File: config.mk
export PLATFORM = sky130hd
export DESIGN_NAME = mfp_ahb_uart_tx
export DESIGN_NICKNAME = d
export VERILOG_FILES = /design/src/rtl/mfp_ahb_uart_tx_pkg.sv /design/src/rtl/mfp_sync_fifo.sv /design/src/rtl/mfp_ahb_uart_tx.sv
export SDC_FILE = /design/constraint.sdc
export NUM_CORES = 1
export LEC_CHECK = 0
export CAP_MARGIN = 20
export CORE_MARGIN = 1
export CORE_UTILIZATION = 57
export CTS_CLUSTER_DIAMETER = 200
export CTS_CLUSTER_SIZE = 30
export DETAILED_ROUTE_END_ITERATION = 16
export PLACE_DENSITY = 0.79
export SETUP_SLACK_MARGIN = 0.3
export SLEW_MARGIN = 10
export SYNTH_ARGS = -nofsm -noshare
export SYNTH_HDL_FRONTEND = slang
export SYNTH_SLANG_ARGS = --single-unit
File: constraint.sdc
create_clock -name HCLK -period 4.46 [get_ports HCLK]
set_input_delay 0.669 -clock HCLK [delete_from_list [all_inputs] [get_ports HCLK]]
set_output_delay 0.669 -clock HCLK [all_outputs]
set_load 0.02 [all_outputs]
File: src/rtl/mfp_ahb_uart_tx_pkg.sv
// Purpose: shared constants, register map and FSM encoding for the AHB UART transmitter.
// Latency: n/a (declarations only).
// Backpressure: n/a (declarations only).
package mfp_ahb_uart_tx_pkg;

    // Byte offsets of the software-visible registers
    localparam logic [3:0] MFP_UART_TX_DATA_OFS = 4'h0;
    localparam logic [3:0] MFP_UART_TX_STAT_OFS = 4'h4;

    // Register index as decoded from HADDR[3:2]
    localparam logic [1:0] REG_TXDATA = 2'd0;
    localparam logic [1:0] REG_STATUS = 2'd1;

    // STATUS bit positions
    localparam int ST_FULL_BIT  = 0;
    localparam int ST_EMPTY_BIT = 1;
    localparam int ST_BUSY_BIT  = 2;
    localparam int ST_OVF_BIT   = 3;
    localparam int ST_CNT_LSB   = 4;

    // Index of the last data bit in an 8N1 frame
    localparam logic [2:0] LAST_DATA_BIT = 3'd7;

    typedef enum logic [1:0] {
        TX_IDLE  = 2'd0,
        TX_START = 2'd1,
        TX_DATA  = 2'd2,
        TX_STOP  = 2'd3
    } tx_state_e;

    // The STATUS count field is 4 bits wide; a completely full 16-deep FIFO reads as 15
    function automatic logic [3:0] sat_count4(input int unsigned cnt);
        return (cnt > 32'd15) ? 4'hF : cnt[3:0];
    endfunction

endpackage

File: src/rtl/mfp_sync_fifo.sv
// Purpose: synchronous first-word fall-through FIFO holding bytes queued for transmission.
// Latency: a push is visible at dout/empty one cycle later; pop takes effect on the same edge.
// Backpressure: push while full is ignored unless a pop happens in the same cycle.
module mfp_sync_fifo #(
    parameter int WIDTH   = 8,
    parameter int FIFO_AW = 4
) (
    input  logic               clk,
    input  logic               rst_n,
    input  logic               push,
    input  logic               pop,
    input  logic [WIDTH-1:0]   din,
    output logic [WIDTH-1:0]   dout,
    output logic               full,
    output logic               empty,
    output logic [FIFO_AW:0]   count
);

    localparam int DEPTH = 1 << FIFO_AW;
    localparam logic [FIFO_AW:0]   DEPTH_C = (FIFO_AW + 1)'(DEPTH);
    localparam logic [FIFO_AW:0]   CNT_ONE = (FIFO_AW + 1)'(1);
    localparam logic [FIFO_AW-1:0] PTR_ONE = FIFO_AW'(1);

    logic [WIDTH-1:0]   mem_q [0:DEPTH-1];
    logic [FIFO_AW-1:0] wr_ptr_q;
    logic [FIFO_AW-1:0] rd_ptr_q;
    logic [FIFO_AW:0]   count_q;
    logic               do_pop;
    logic               do_push;

    assign full    = (count_q == DEPTH_C);
    assign empty   = (count_q == '0);
    assign count   = count_q;
    assign dout    = mem_q[rd_ptr_q];
    assign do_pop  = pop && !empty;
    // A simultaneous pop frees the slot the push needs, so a full FIFO still accepts it
    assign do_push = push && (!full || do_pop);

    // Pointer and occupancy bookkeeping
    always_ff @(posedge clk or negedge rst_n) begin
        if (!rst_n) begin
            wr_ptr_q <= '0;
            rd_ptr_q <= '0;
            count_q  <= '0;
        end else begin
            if (do_push) wr_ptr_q <= wr_ptr_q + PTR_ONE;
            if (do_pop)  rd_ptr_q <= rd_ptr_q + PTR_ONE;
            if (do_push && !do_pop)      count_q <= count_q + CNT_ONE;
            else if (do_pop && !do_push) count_q <= count_q - CNT_ONE;
        end
    end

    // Storage array; contents are don't-care until written, so no reset
    always_ff @(posedge clk) begin
        if (do_push) mem_q[wr_ptr_q] <= din;
    end

endmodule

File: src/rtl/mfp_ahb_uart_tx.sv
// Purpose: AHB-Lite slave with TX FIFO and 8N1 UART serialiser plus a polled STATUS register.
// Latency: write data phase in cycle N -> FIFO non-empty N+1 -> UART_TX start bit at N+2.
// Backpressure: none on the bus (zero wait states); bytes written to a full FIFO are dropped and flag overflow.
module mfp_ahb_uart_tx
    import mfp_ahb_uart_tx_pkg::*;
#(
    parameter int BAUD_DIV = 434,
    parameter int FIFO_AW  = 4
) (
    input  logic        HCLK,
    input  logic        HRESETn,
    input  logic        HSEL,
    input  logic [3:0]  HADDR,
    input  logic [1:0]  HTRANS,
    input  logic        HWRITE,
    input  logic [31:0] HWDATA,
    output logic [31:0] HRDATA,
    output logic        UART_TX,
    output logic        TX_IRQ
);

    localparam logic [15:0] BAUD_RELOAD = 16'(BAUD_DIV - 1);

    // Address-phase capture
    logic       sel_q;
    logic       wr_q;
    logic [1:0] a_q;

    // FIFO interface
    logic             fifo_push;
    logic             fifo_pop;
    logic [7:0]       fifo_dout;
    logic             fifo_full;
    logic             fifo_empty;
    logic [FIFO_AW:0] fifo_count;

    // Data-phase decode and status
    logic        wr_txdata;
    logic        wr_status;
    logic        ovf_q;
    logic        ovf_d;
    logic [31:0] status;

    // Serialiser state
    tx_state_e  state_q, state_d;
    logic [15:0] baud_q, baud_d;
    logic [2:0]  bit_q, bit_d;
    logic [7:0]  shreg_q, shreg_d;
    logic        tx_q, tx_d;
    logic        baud_done;

    // Bus bits the register map does not decode
    logic unused_bus_bits;
    assign unused_bus_bits = ^{HADDR[1:0], HTRANS[0], HWDATA[31:8]};

    // Register the address phase; only NONSEQ/SEQ transfers to this slave count
    always_ff @(posedge HCLK or negedge HRESETn) begin
        if (!HRESETn) begin
            sel_q <= 1'b0;
            wr_q  <= 1'b0;
            a_q   <= 2'd0;
        end else begin
            sel_q <= HSEL && HTRANS[1];
            wr_q  <= HWRITE;
            a_q   <= HADDR[3:2];
        end
    end

    assign wr_txdata = sel_q && wr_q && (a_q == REG_TXDATA);
    assign wr_status = sel_q && wr_q && (a_q == REG_STATUS);
    assign fifo_push = wr_txdata;

    mfp_sync_fifo #(
        .WIDTH   (8),
        .FIFO_AW (FIFO_AW)
    ) u_fifo (
        .clk   (HCLK),
        .rst_n (HRESETn),
        .push  (fifo_push),
        .pop   (fifo_pop),
        .din   (HWDATA[7:0]),
        .dout  (fifo_dout),
        .full  (fifo_full),
        .empty (fifo_empty),
        .count (fifo_count)
    );

    // Sticky overflow: set on a dropped byte, cleared by writing 1 to its STATUS bit
    always_comb begin
        ovf_d = ovf_q;
        if (wr_status && HWDATA[ST_OVF_BIT]) ovf_d = 1'b0;
        if (wr_txdata && fifo_full && !fifo_pop) ovf_d = 1'b1;
    end

    // Overflow flag register
    always_ff @(posedge HCLK or negedge HRESETn) begin
        if (!HRESETn) ovf_q <= 1'b0;
        else          ovf_q <= ovf_d;
    end

    // Assemble the STATUS word from live FIFO/FSM state
    always_comb begin
        status                          = 32'h0;
        status[ST_FULL_BIT]             = fifo_full;
        status[ST_EMPTY_BIT]            = fifo_empty;
        status[ST_BUSY_BIT]             = (state_q != TX_IDLE);
        status[ST_OVF_BIT]              = ovf_q;
        status[ST_CNT_LSB +: 4]         = sat_count4(int'(fifo_count));
    end

    // Read-data mux; everything except STATUS, and any unselected cycle, reads zero
    always_comb begin
        HRDATA = 32'h0;
        if (sel_q && (a_q == REG_STATUS)) HRDATA = status;
    end

    assign baud_done = (baud_q == 16'd0);

    // Serialiser next-state: each state holds for one baud period, STOP chains straight into START
    always_comb begin
        state_d  = state_q;
        baud_d   = baud_q;
        bit_d    = bit_q;
        shreg_d  = shreg_q;
        fifo_pop = 1'b0;
        unique case (state_q)
            TX_IDLE: begin
                if (!fifo_empty) begin
                    fifo_pop = 1'b1;
                    shreg_d  = fifo_dout;
                    baud_d   = BAUD_RELOAD;
                    state_d  = TX_START;
                end
            end
            TX_START: begin
                if (baud_done) begin
                    baud_d  = BAUD_RELOAD;
                    bit_d   = 3'd0;
                    state_d = TX_DATA;
                end else begin
                    baud_d = baud_q - 16'd1;
                end
            end
            TX_DATA: begin
                if (baud_done) begin
                    baud_d  = BAUD_RELOAD;
                    shreg_d = {1'b0, shreg_q[7:1]};
                    if (bit_q == LAST_DATA_BIT) state_d = TX_STOP;
                    else                        bit_d   = bit_q + 3'd1;
                end else begin
                    baud_d = baud_q - 16'd1;
                end
            end
            TX_STOP: begin
                if (baud_done) begin
                    if (!fifo_empty) begin
                        fifo_pop = 1'b1;
                        shreg_d  = fifo_dout;
                        baud_d   = BAUD_RELOAD;
                        state_d  = TX_START;
                    end else begin
                        state_d = TX_IDLE;
                    end
                end else begin
                    baud_d = baud_q - 16'd1;
                end
            end
            default: state_d = TX_IDLE;
        endcase
        // Line level is registered alongside the state so UART_TX comes straight from a flop
        unique case (state_d)
            TX_START: tx_d = 1'b0;
            TX_DATA:  tx_d = shreg_d[0];
            default:  tx_d = 1'b1;
        endcase
    end

    // Serialiser state registers; reset abandons any frame and returns the line high
    always_ff @(posedge HCLK or negedge HRESETn) begin
        if (!HRESETn) begin
            state_q <= TX_IDLE;
            baud_q  <= 16'd0;
            bit_q   <= 3'd0;
            shreg_q <= 8'd0;
            tx_q    <= 1'b1;
        end else begin
            state_q <= state_d;
            baud_q  <= baud_d;
            bit_q   <= bit_d;
            shreg_q <= shreg_d;
            tx_q    <= tx_d;
        end
    end

    assign UART_TX = tx_q;
    assign TX_IRQ  = fifo_empty && (state_q == TX_IDLE);

endmodule

; ---- Word-level counts from Yosys, hierarchy flattened
; Memories as Yosys holds them, arrays and structs flattened.
; Index checks and enable logic that the tools add are counted.
; Widths: inputs -> output; s select.
[op_classes]
magnitude_cmp = 1
div_mod_pow = 0
n_shift = 0
n_mux = 31
reduce_logical = 31
n_addsub = 6
n_mul = 0
bitwise = 0
n_eq_ne = 12
[ops]
columns = operator, count
row1 = $mux 16, 3
row2 = $pmux 16 s3, 1
row3 = $mux 8, 4
row4 = $pmux 8 s3, 1
row5 = $logic_not 16->1, 1
row6 = $sub 16x1->16 const B, 1
row7 = $logic_and 1x1->1, 13
row8 = $mux 2, 5
row9 = $mux 5, 2
row10 = $mux 3, 3
row11 = $add 4x1->4 const B, 2
row12 = $ne 2x2->1 const B, 4
row13 = $pmux 2 s4, 1
row14 = $reduce_bool 2->1, 4
row15 = $mux 1, 7
row16 = $eq 2x1->1 const B, 3
row17 = $eq 2x2->1 const B, 3
row18 = $pmux 3 s2, 1
row19 = $add 5x1->5 const B, 1
row20 = $eq 5x5->1 const B, 1
row21 = $gt 5x4->1 const B, 1
row22 = $logic_not 1->1, 5
row23 = $logic_not 5->1, 1
row24 = $sub 5x1->5 const B, 1
row25 = 10 further kinds, 12
[word_totals]
romBits = 0
reg_bits = 48
latchBits = 0
n_memories = 1
ramBits = 128
in_bits = 42
output_inout_bits = 34
[memory_table]
columns = memory, words, width, rd, rd_ports_with_merged_regs, write_ports, line_no
row1 = u_fifo.mem_q, 16, 8, 1, 0, 1, mfp_sync_fifo.sv:24  ; logic [WIDTH-1:0] mem_q [0:DEPTH-1];

; ---- Depth between registers and ports, before layout
; Gate-level depths: netlist of the first run.
[depth]
ltp_word = 11
ltp_mapped = 18
depth_no_buf = 15

; ---- Cells and area by module
; A second synthesis of the first run with hierarchy kept.
[hier_totals]
hier_cells = 581
area_unflattened_um2 = 8055.2
[by_module_without_submodules]
columns = mod, area_per_inst_um2, cells_each, instances
row1 = mfp_sync_fifo, 5736.8, 319, 1
row2 = mfp_ahb_uart_tx, 2318.5, 262, 1

; ---- Worst setup path after synthesis of the first run
; No wires, ideal clock.
[synth_path]
kind = reg-to-reg
startpoint = reg baud_q[0]
endpoint = reg u_fifo.count_q[4], in the netlist u_fifo.count[4]
setup_time_ns = 0.130
n_path_buf = 3
path_slack_ns = 1.178
t_arrival_ns = 3.152
path_stages_with_launch = 19
cell_sequence = dfrtp_1 inv_1 ha_1 nor3b_1 and4_1 buf_4 a21oi_4 o31ai_4 and2_1 buf_4 buf_6 ha_1 inv_1 fa_1 a21o_1 a21oi_1 xnor2_1 nor2_1 xor2_1
[synth_via]
elab_chain_len = 9
word_cells_on_any_way = 12
cone_classes = mux: 3 / reduce/logical: 9
[synth_rtl]
columns = element, line_no
row1 = start: declaration, mfp_ahb_uart_tx.sv:46  ; logic [15:0] baud_q, baud_d;
row2 = start signal: assignment, mfp_ahb_uart_tx.sv:188  ; baud_q <= baud_d;
row3 = $logic_not 16->1 *, mfp_ahb_uart_tx.sv:117  ; assign baud_done = (baud_q == 16'd0);
row4 = $mux 1 *, mfp_ahb_uart_tx.sv:155  ; if (baud_done) begin
row5 = $pmux 1 s2 *, mfp_ahb_uart_tx.sv:126  ; unique case (state_q)
row6 = $logic_and 1x1->1 *, mfp_sync_fifo.sv:35  ; assign do_pop = pop && !empty;
row7 = $logic_or 1x1->1 *, mfp_sync_fifo.sv:37  ; assign do_push = push && (!full || do_pop);
row8 = $logic_and 1x1->1 *, mfp_sync_fifo.sv:37
row9 = net u_fifo.do_push, mfp_sync_fifo.sv:29  ; logic do_push;
row10 = $logic_not 1->1, mfp_sync_fifo.sv:49  ; else if (do_pop && !do_push) count_q <= count_q - CNT_ONE;
row11 = $logic_and 1x1->1, mfp_sync_fifo.sv:49
row12 = $reduce_bool 2->1 (no source line), n/a
row13 = end signal: assignment, mfp_sync_fifo.sv:48  ; if (do_push && !do_pop) count_q <= count_q + CNT_ONE;
row14 = end signal: assignment, mfp_sync_fifo.sv:49
row15 = end: declaration, mfp_sync_fifo.sv:27  ; logic [FIFO_AW:0] count_q;
; Mark *: on every way through the listed nets, which the timed path passes. The rest lies on a longest branch.
; A chain may end at the register's enable or synchronous reset.

; ---- Final worst setup path of the first run
[layout_path]
startpoint = reg baud_q[0]
endpoint = reg u_fifo.count_q[4], in the netlist u_fifo.count[4]
[layout_via]
elab_chain_len = 9
word_cells_on_any_way = 12
cone_classes = mux: 3 / reduce/logical: 9
[layout_rtl]
columns = element, line_no
row1 = $logic_not 16->1 *, mfp_ahb_uart_tx.sv:117
row2 = $mux 1 *, mfp_ahb_uart_tx.sv:155
row3 = $pmux 1 s2 *, mfp_ahb_uart_tx.sv:126
row4 = $logic_and 1x1->1 *, mfp_sync_fifo.sv:35
row5 = $logic_or 1x1->1, mfp_sync_fifo.sv:37
row6 = $logic_and 1x1->1, mfp_sync_fifo.sv:37
row7 = $logic_not 1->1, mfp_sync_fifo.sv:49
row8 = $logic_and 1x1->1, mfp_sync_fifo.sv:49
row9 = $reduce_bool 2->1 (no source line), n/a
; Every way passes the cells marked *; elsewhere a longest branch is shown, timed or not.

==> results of run 1 <==
state kept, by name, summed over array words and instances (netlist names):
name             cells
u_fifo.rd_ptr_q      4
bit_q                3
u_fifo.count         5
u_fifo.mem_q       128
a_q                  2
sel_q                1
wr_q                 1
u_fifo.wr_ptr_q      4
state_q              2
ovf_q                1
shreg_q              8
baud_q              16
UART_TX              1
routing by layer:
metal	part of all wire, %	track usage [%]	wire [um]
met3	4.7	5.64	714
met1	42	29.0	6420
met2	51	38.4	7840
met5	0	0	0
met4	2.2	9.49	342
kinds of logic after synthesis:
family,after synthesis,synth area share [%]
AO/OA/AOI/OAI,73,6.31
XOR/XNOR,12,1.30
adder cells (fa/ha/maj),19,3.04
buffers and inverters,61,5.35
flip-flops,176,62.5
multiplexers,46,12.1
other,1,0.0465
AND/OR/NAND/NOR,142,9.38
layout by cell type, fill, tap and decap left out, types with 4 or more instances in the layout:
master / instances
mux4_1: 9
or3_1: 4
o31ai_1: 6
conb_1: 24
mux2i_1: 4
a221o_1: 6
buf_4: 7
edfxtp_1: 128
inv_1: 13
clkdlybuf4s50_1: 23
nor3_1: 11
a21oi_1: 14
clkinv_8: 6
nand2b_1: 5
inv_8: 5
o21ai_0: 22
mux4_2: 29
and2_1: 4
dfrtp_1: 46
nand4_1: 5
nor2b_1: 10
and3_1: 18
nor2_1: 43
clkbuf_16: 17
ha_1: 18
nand2_1: 24
xnor2_1: 9
layout make-up:
cell class                      instances  area share (%)
Clock buffer                           17            4.77
Clock inverter                         15            2.10
Inverter                               13           0.547
Multi-Input combinational cell        316            30.0
Sequential cell                       176            56.5
Tap cell                              180            2.52
Timing Repair Buffer                   31            3.48
critical path: stages, from the launching register on:
cell,delay (ns)
dfrtp_1,0.42
inv_1,0.12
ha_1,0.19
nor3b_1,0.27
and4_1,0.48
a21oi_4,0.16
o31ai_4,0.30
and2_1,0.18
buf_4,0.20
ha_1,0.21
inv_1,0.10
fa_1,0.42
a21o_1,0.18
a21oi_1,0.16
xnor2_1,0.13
nor2_1,0.06
xor2_1,0.14
how the worst max path moves through the flow:
stage,startpoint,endpoint,slack [ns]
after floorplan,baud_q[0],u_fifo.count[4],1.18
after global placement,baud_q[0],u_fifo.count[4],0.76
after detailed placement,baud_q[0],u_fifo.count[4],0.72
after CTS,baud_q[0],u_fifo.count[4],0.66
after global routing,baud_q[0],u_fifo.count[4],0.32
final,baud_q[0],u_fifo.count[4],0.63
metrics by stage:
step	std cells	hold WS (ns)
floorplan	553	0.373
global placement	715	0.494
detailed placement	715	0.498
CTS	747	0.464
global route	748	0.292
finish	748	0.230
power by group:
part | internal [mW] | switching (mW) | total, mW
clock network | 0.763 | 0.718 | 1.48
registers | 1.91 | 0.240 | 2.15
logic | 0.800 | 0.856 | 1.66
total | 3.47 | 1.81 | 5.29
==> metrics.txt, run 1 <==
Primary FF master, synth=edfxtp_1; # nets final=616; Root Buffer Master=clkbuf_16; initial antenna violation count=0; Crit Path Category=register to register; Post-CTS Resized=0; Setup TNS Final=0 ns; worst-path maximum fanout=18; Util after Layout=64.6%; Tightest Pin Transition=0.751 ns; CTS hold repair buffers=0; CP Launch Type=register; Post-Syn Area=0.00807 mm2; Iter 0 DRT Violations=353; max_cap viols=0; Async S/R FF share, synth=27.3%; CTS tree=done; final setup fails=0; crit end category=register; Hold Vio Cnt, Final=0; multi-input logic area=0.00268 mm2; most frequent cell after synthesis=edfxtp_1; number of library cell types mapped by synthesis=62; layout cells sized above 1=14.1%; slew margin rel.=49.5%; # rows=43; Synth area leaders=edfxtp_1 48%, dfrtp_1 15%, mux4_2 8.1%, mux4_1 2.9%, buf_4 2.8%; post-synth top area share=47.6%; Initial Utilization=58.4%; Die ar.=0.0146 mm2; Routed wire per std cell=20.5 um; Pwr Density=592 mW/mm2; H-tree levels=4; RD Place Congestion=0.851; WP data arrival=4.14 ns; register area=0.00505 mm2; total track usage=23.1%; Max Freq=0.261 GHz; routed vias=4,495; number of remaining DRC errors=0; FF-to-FF End=u_fifo.count[4]; unrepaired setup endpoints after global routing=no; Clock transition at path regs=0.07 ns; Setup Skew=0.0137 ns; register bit total from synthesis=176; Synth top cells by count=128 x edfxtp_1, 47 x dfrtp_1, 43 x nor2_1; number of synthesized flops with an enable pin=128; fin. max-slew vios=0; pre-CTS setup slack=0.724 ns; TritonCTS Buffers=17; Detailed Place HPWL=9.78 mm; Design Area, Final=0.00893 mm2; Seq/Total Area, Yosys=62.5%; dpl cell area=0.00828 mm2; Worst Path Required=4.77 ns; fillcell total=946; final wirelength=15.3 mm; clock latency on the worst-skew pair=0.43 ns; die width=121 um; FF-to-FF Start=baud_q[0]; Synth-to-Final Area Change=10.6%; Pre-Repair DR Iteration Count=4; Post-CTS Setup Bufs=0; Final WS setup=0.628 ns; largest net degree at the start of global routing=49; Vias per Instance=6.01; PortBufs=24; Inserted Diodes=0; YS warnings=0; status=completed; Power, Total=5.29 mW; vias in the first global route=4,552; Worst Hold Class=input port to asynchronous set/reset pin; VDD IR max=0.344 mV; Yosys top cell by area=edfxtp_1; DRT antenna net count=0; R2R setup slack=0.63 ns; Synth Area per Inst=15.2 um2; first-pass GRT wire length=24.4 mm; core area=0.0138 mm2; total grt overflow=0; buffer depth of the longest clock path=2; Final Critical Period=3.83 ns; CTS Sinks=176; Static Leak=3.30 nW; fin crit share=85.9%; chip height=121 um; Ports=76; Cells after Synth=530; r2r worst-path depth=16
Power figures use the tool's default switching activity.
==> inputs of run 2 (changes only) <==
- CORE_UTILIZATION: 57 -> 52
- PLACE_DENSITY: 0.79 -> 0.76
- clock period: 4.46 -> 3.4 ns (I/O delays scaled with it)
==> metrics.txt, run 2 (same netlist as run 1, synthesis figures left out) <==
status=completed; clock latency on the worst-skew pair=0.44 ns (about the same); final setup fails=0 (unchanged); # nets final=639 (+3.7%); Buf+Inv Stages, Crit Path=2 (-1); PortBufs=24 (unchanged); final wirelength=15.7 mm (+2.7%); RD Place Congestion=0.802 (-5.8%); core area=0.0152 mm2 (+9.9%); most frequent cells in the layout=128 x edfxtp_1, 43 x nor2_1, 43 x dfrtp_1; worst-path maximum fanout=4 (-14); Crit Path Category=register to register; chip height=127 um (+4.6%); r2r worst-path depth=15 (-1); largest net degree at the start of global routing=30 (-39%); layout cells sized above 1=20.6% (+6.6 points); total track usage=21.0% (-2.0 points); Worst Setup SP=baud_q[0]; Setup TNS Final=0 ns (unchanged); Final Critical Period=3.03 ns (-0.805 ns); slew margin rel.=52.6% (+3.0 points); Inserted Diodes=0 (unchanged); Initial Utilization=53.1% (-5.3 points); fin crit share=89.0% (+3.1 points); Root Buffer Master=clkbuf_16; crit-path max cell delay=0.41 ns (-0.07 ns); WP data arrival=3.33 ns (-0.81 ns); routed vias=4,596 (+2.2%); crit path cell chain=inv_2, ha_4, nor3b_4, and4_4, a21oi_4, o31ai_4, and2_4, ha_4, inv_6, fa_2, a21o_1, a21oi_2, xnor2_1, nor2_1, xor2_1; Clock transition at path regs=0.08 ns (about the same); crit end category=register; cell family with most CP delay=simple AND/OR/NAND/NOR gates; pre-CTS setup slack=0.257 ns (-0.467 ns); unrepaired setup endpoints after global routing=yes; max FFs per register=128 (unchanged); vias in the first global route=4,626 (+1.6%); total grt overflow=0 (unchanged); Critical Path Sink=u_fifo.count[4]; Worst Hold Class=input port to asynchronous set/reset pin; CP Depth=15 (-1); R2R setup slack=0.37 ns (-0.25 ns); fillcell total=1,073 (+13%); Max Freq=0.330 GHz (+27%); number of remaining DRC errors=0 (unchanged); H-tree levels=4 (unchanged); buffer depth of the longest clock path=2 (unchanged); slowest CP cell=dfrtp_1; Vias per Instance=5.90 (-1.8%); commonest non-fill, non-tap cell in the layout=edfxtp_1; Routed wire per std cell=20.2 um (-1.4%); max_cap viols=0 (unchanged); DRT antenna net count=0 (unchanged); Setup Skew=0.0181 ns (+0.00439 ns); Iter 0 DRT Violations=412 (+17%); Worst Path Required=3.71 ns (-1.06 ns); most used cell, CP=ha_4; Synth-to-Final Area Change=14.4%; Hold Vio Cnt, Final=0 (unchanged); Detailed Place HPWL=9.95 mm (+1.7%); initial antenna violation count=0 (unchanged); Pwr Density=792 mW/mm2 (+34%); largest reg by FF count=u_fifo.mem_q; Pre-Repair DR Iteration Count=5 (+1); die width=127 um (+4.6%); Die ar.=0.0160 mm2 (+9.5%); Tightest Pin Transition=0.705 ns (-0.0453 ns); Final WS setup=0.373 ns (-0.255 ns); first-pass GRT wire length=24.9 mm (+2.0%); FF-to-FF Start=baud_q[0]; CTS hold repair buffers=0 (unchanged); Static Leak=3.44 nW (+4.3%); Ports=76 (unchanged); CTS tree=done; CTS Sinks=176 (unchanged); CP Launch Type=register; fin. max-slew vios=0 (unchanged); FF-to-FF End=u_fifo.count[4]; VDD IR max=0.521 mV (+52%); # rows=45 (+4.7%); TritonCTS Buffers=17 (unchanged); Largest regs=u_fifo.mem_q: 128 flops, baud_q: 16 flops, shreg_q: 8 flops
run 2: per-stage QoR:
stage	std cells	total power, mW	hold slack, ns	utilization (%)	cell area, um2
after global placement	729	4.94	0.487	55.0	8360
after detailed placement	729	5.04	0.499	55.0	8360
after CTS	763	7.17	0.103	59.5	9040
final	779	7.31	0.0885	60.7	9230
after global routing	779	7.67	0.148	60.7	9230
after floorplan	553	4.59	0.214	-	8180
run 2: final cells by class:
class / instances / area [um2] / share of cell area [%]
inverters: 13 / 53.8 / 0.583
well taps: 188 / 235 / 2.55
repair buffers: 54 / 473 / 5.12
clock buffers: 17 / 425 / 4.61
multi-input cells: 316 / 2780 / 30.1
flip-flops and latches: 176 / 5050 / 54.7
clock inverters: 15 / 213 / 2.30
run 2: worst min-delay path by stage:
stage                          start          to  depth (start not counted)
after floorplan              HRESETn      a_q[0]                          0
after global placement    shreg_q[7]  shreg_q[7]                          2
after detailed placement  shreg_q[4]  shreg_q[4]                          1
after CTS                    HRESETn    bit_q[0]                          1
after global routing         HRESETn   baud_q[0]                          1
final                        HRESETn    bit_q[0]                          1
run 2: repair_timing:
action | 4_1_cts | 5_1_grt
setup buffers | 2 | 16
pin swaps | 0 | 12
endpoints found under the setup margin | 3 | 3
resized for setup | 7 | 14
run 2: where the power goes:
part | internal (mW) | switching [mW]
Combinational | 1.21 | 1.21
Sequential | 2.51 | 0.301
Clock | 1.14 | 0.955
run 2: metal layers:
metal	vias to the layer above	global-route usage, %	share of wire [%]
met5	-	0	0
met4	0	7.73	1.6
met3	23	4.47	4.8
met2	169	35.8	52
met1	2318	26.7	42
li1	2086	-	-
==> inputs of run 3 (changes only) <==
- CAP_MARGIN: 20 -> 40
- GPL_TIMING_DRIVEN: default -> 0
- PLACE_DENSITY: 0.76 -> 0.88
==> metrics.txt, run 3 (same netlist as run 1, synthesis figures left out) <==
max FFs per register=128 (unchanged); Min Hold Slack=0.0198 ns (-0.0687 ns); largest reg by FF count=u_fifo.mem_q; Vias per Instance=6.19 (+4.9%); Clock transition at path regs=0.07 ns (about the same); layout cells sized above 1=28.1% (+7.4 points); final setup fails=0 (unchanged); status=completed; DRT antenna net count=0 (unchanged); Setup TNS Final=0 ns (unchanged); Die ar.=0.0160 mm2 (unchanged); Inserted Diodes=0 (unchanged); Static Leak=3.68 nW (+6.9%); CP Launch Type=register; largest net degree at the start of global routing=31 (+3.3%); VDD IR max=0.502 mV (-3.7%); pre-CTS setup slack=-0.0916 ns (-0.349 ns); Initial Utilization=53.1% (unchanged); R2R setup slack=0.14 ns (-0.23 ns); CTS tree=done; Max Freq=0.307 GHz (-7.2%); chip height=127 um (unchanged); vias in the first global route=5,259 (+14%); Worst Path Required=3.72 ns (about the same); total track usage=24.5% (+3.5 points); Final WS setup=0.139 ns (-0.233 ns); total grt overflow=0 (unchanged); Routed wire per std cell=22.6 um (+12%); Hold Vio Cnt, Final=0 (unchanged); PortBufs=24 (unchanged); # nets final=695 (+8.8%); die width=127 um (unchanged); Worst Hold Class=input port to asynchronous set/reset pin; Final Critical Period=3.26 ns (+0.233 ns); final wirelength=18.8 mm (+20%); most frequent cells in the layout=128 x edfxtp_1, 64 x buf_4, 44 x dfrtp_1; commonest non-fill, non-tap cell in the layout=edfxtp_1; WP data arrival=3.58 ns (+0.25 ns); crit end category=register; Setup Skew=0.0131 ns (-0.00503 ns); fillcell total=1,001 (-6.7%); Root Buffer Master=clkbuf_16; core area=0.0152 mm2 (unchanged); Pre-Repair DR Iteration Count=5 (unchanged); clock latency on the worst-skew pair=0.44 ns (about the same); fin. max-slew vios=0 (unchanged); routed vias=5,157 (+12%); unrepaired setup endpoints after global routing=yes; Pwr Density=779 mW/mm2 (-1.7%); Synth-to-Final Area Change=19.5%; Ports=76 (unchanged); first-pass GRT wire length=28.7 mm (+15%); Crit Path Category=register to register; buffer depth of the longest clock path=2 (unchanged); Largest regs=u_fifo.mem_q: 128 flops, baud_q: 16 flops, shreg_q: 8 flops; Iter 0 DRT Violations=591 (+43%); Power, Total=7.51 mW (+2.7%); TritonCTS Buffers=17 (unchanged); worst-path maximum fanout=6 (+2); RD Place Congestion=0.867 (+8.0%); initial antenna violation count=0 (unchanged); register area=0.00505 mm2 (about the same); fin crit share=95.9% (+6.9 points); dpl cell area=0.00868 mm2 (+3.8%); Design Area, Final=0.00964 mm2 (+4.4%); # rows=45 (unchanged); max_cap viols=0 (unchanged); CTS Sinks=176 (unchanged); Detailed Place HPWL=10.9 mm (+9.8%); number of remaining DRC errors=0 (unchanged); H-tree levels=4 (unchanged); Tightest Pin Transition=0.772 ns (+0.0661 ns); multi-input logic area=0.00284 mm2 (+2.1%); slew margin rel.=48.6% (-4.0 points)
run 3: cell count changes in the layout (fill, tap and decap cells not counted), moves of 3 or more:
cell,delta
a21oi_1,-4
a21oi_2,+4
buf_4,+35
buf_6,+6
clkbuf_1,+7
clkbuf_8,+4
clkinv_8,-4
o21ai_0,-3
run 3: timing repair:
action,4_1_cts,5_1_grt
setup endpoints to repair,18,68
setup buffers,28,8
pin swaps,13,17
gates resized for setup,17,24
endpoints found under the hold margin,0,0
hold buffers,0,0
run 3: metrics by stage:
stage	util (%)	std cells
2_1_floorplan	-	553
3_3_place_gp	56.9	765
3_5_place_dp	57.1	767
4_1_cts	62.4	825
5_1_grt	63.4	833
6_report	63.4	833
run 3: final timing paths:
path                                   end  cells after the start  startpoint
worst min-delay path             baud_q[2]                      1     HRESETn
worst min register to register  shreg_q[7]                      2  shreg_q[7]
worst max-delay path            baud_q[14]                     23   baud_q[0]
max in group asynchronous        baud_q[6]                      2     HRESETn
worst max register to register  baud_q[14]                     23   baud_q[0]
min in group HCLK               shreg_q[7]                      2  shreg_q[7]
run 3: layout make-up:
cell class,count,share of cell area (%)
Clock inverter,12,1.06
Tap cell,188,2.44
Clock buffer,18,4.45
Buffer,48,4.07
Timing Repair Buffer,62,5.60
Inverter,13,0.558
Sequential cell,176,52.4
Multi-Input combinational cell,316,29.4
run 3: layer usage:
layer / up-vias / track usage (%) / share of wire [%]
met5: - / 0 / 0
met4: 0 / 12.2 / 3.8
met3: 65 / 5.57 / 6.2
met2: 289 / 43.0 / 53
met1: 2600 / 28.5 / 37
li1: 2203 / - / -
run 3: critical path, stage by stage, from the launching register on:
cell and delay (ns):
dfrtp_1 0.39, inv_2 0.08, buf_4 0.13, buf_6 0.10, buf_4 0.12, buf_4 0.12
buf_4 0.12, buf_4 0.12, buf_4 0.12, buf_4 0.12, buf_4 0.12, buf_4 0.12
buf_4 0.13, buf_4 0.13, buf_4 0.12, buf_4 0.12, buf_4 0.12, buf_6 0.12
ha_4 0.18, nand4_1 0.14, nor2_2 0.07, nand2_1 0.08, xor2_1 0.17, o21ai_1 0.09
run 3: power breakdown:
part,leakage [nW],switching (mW),internal (mW)
clock,0.253,0.858,0.943
combinational,1.67,1.52,1.45
sequential,1.76,0.223,2.51
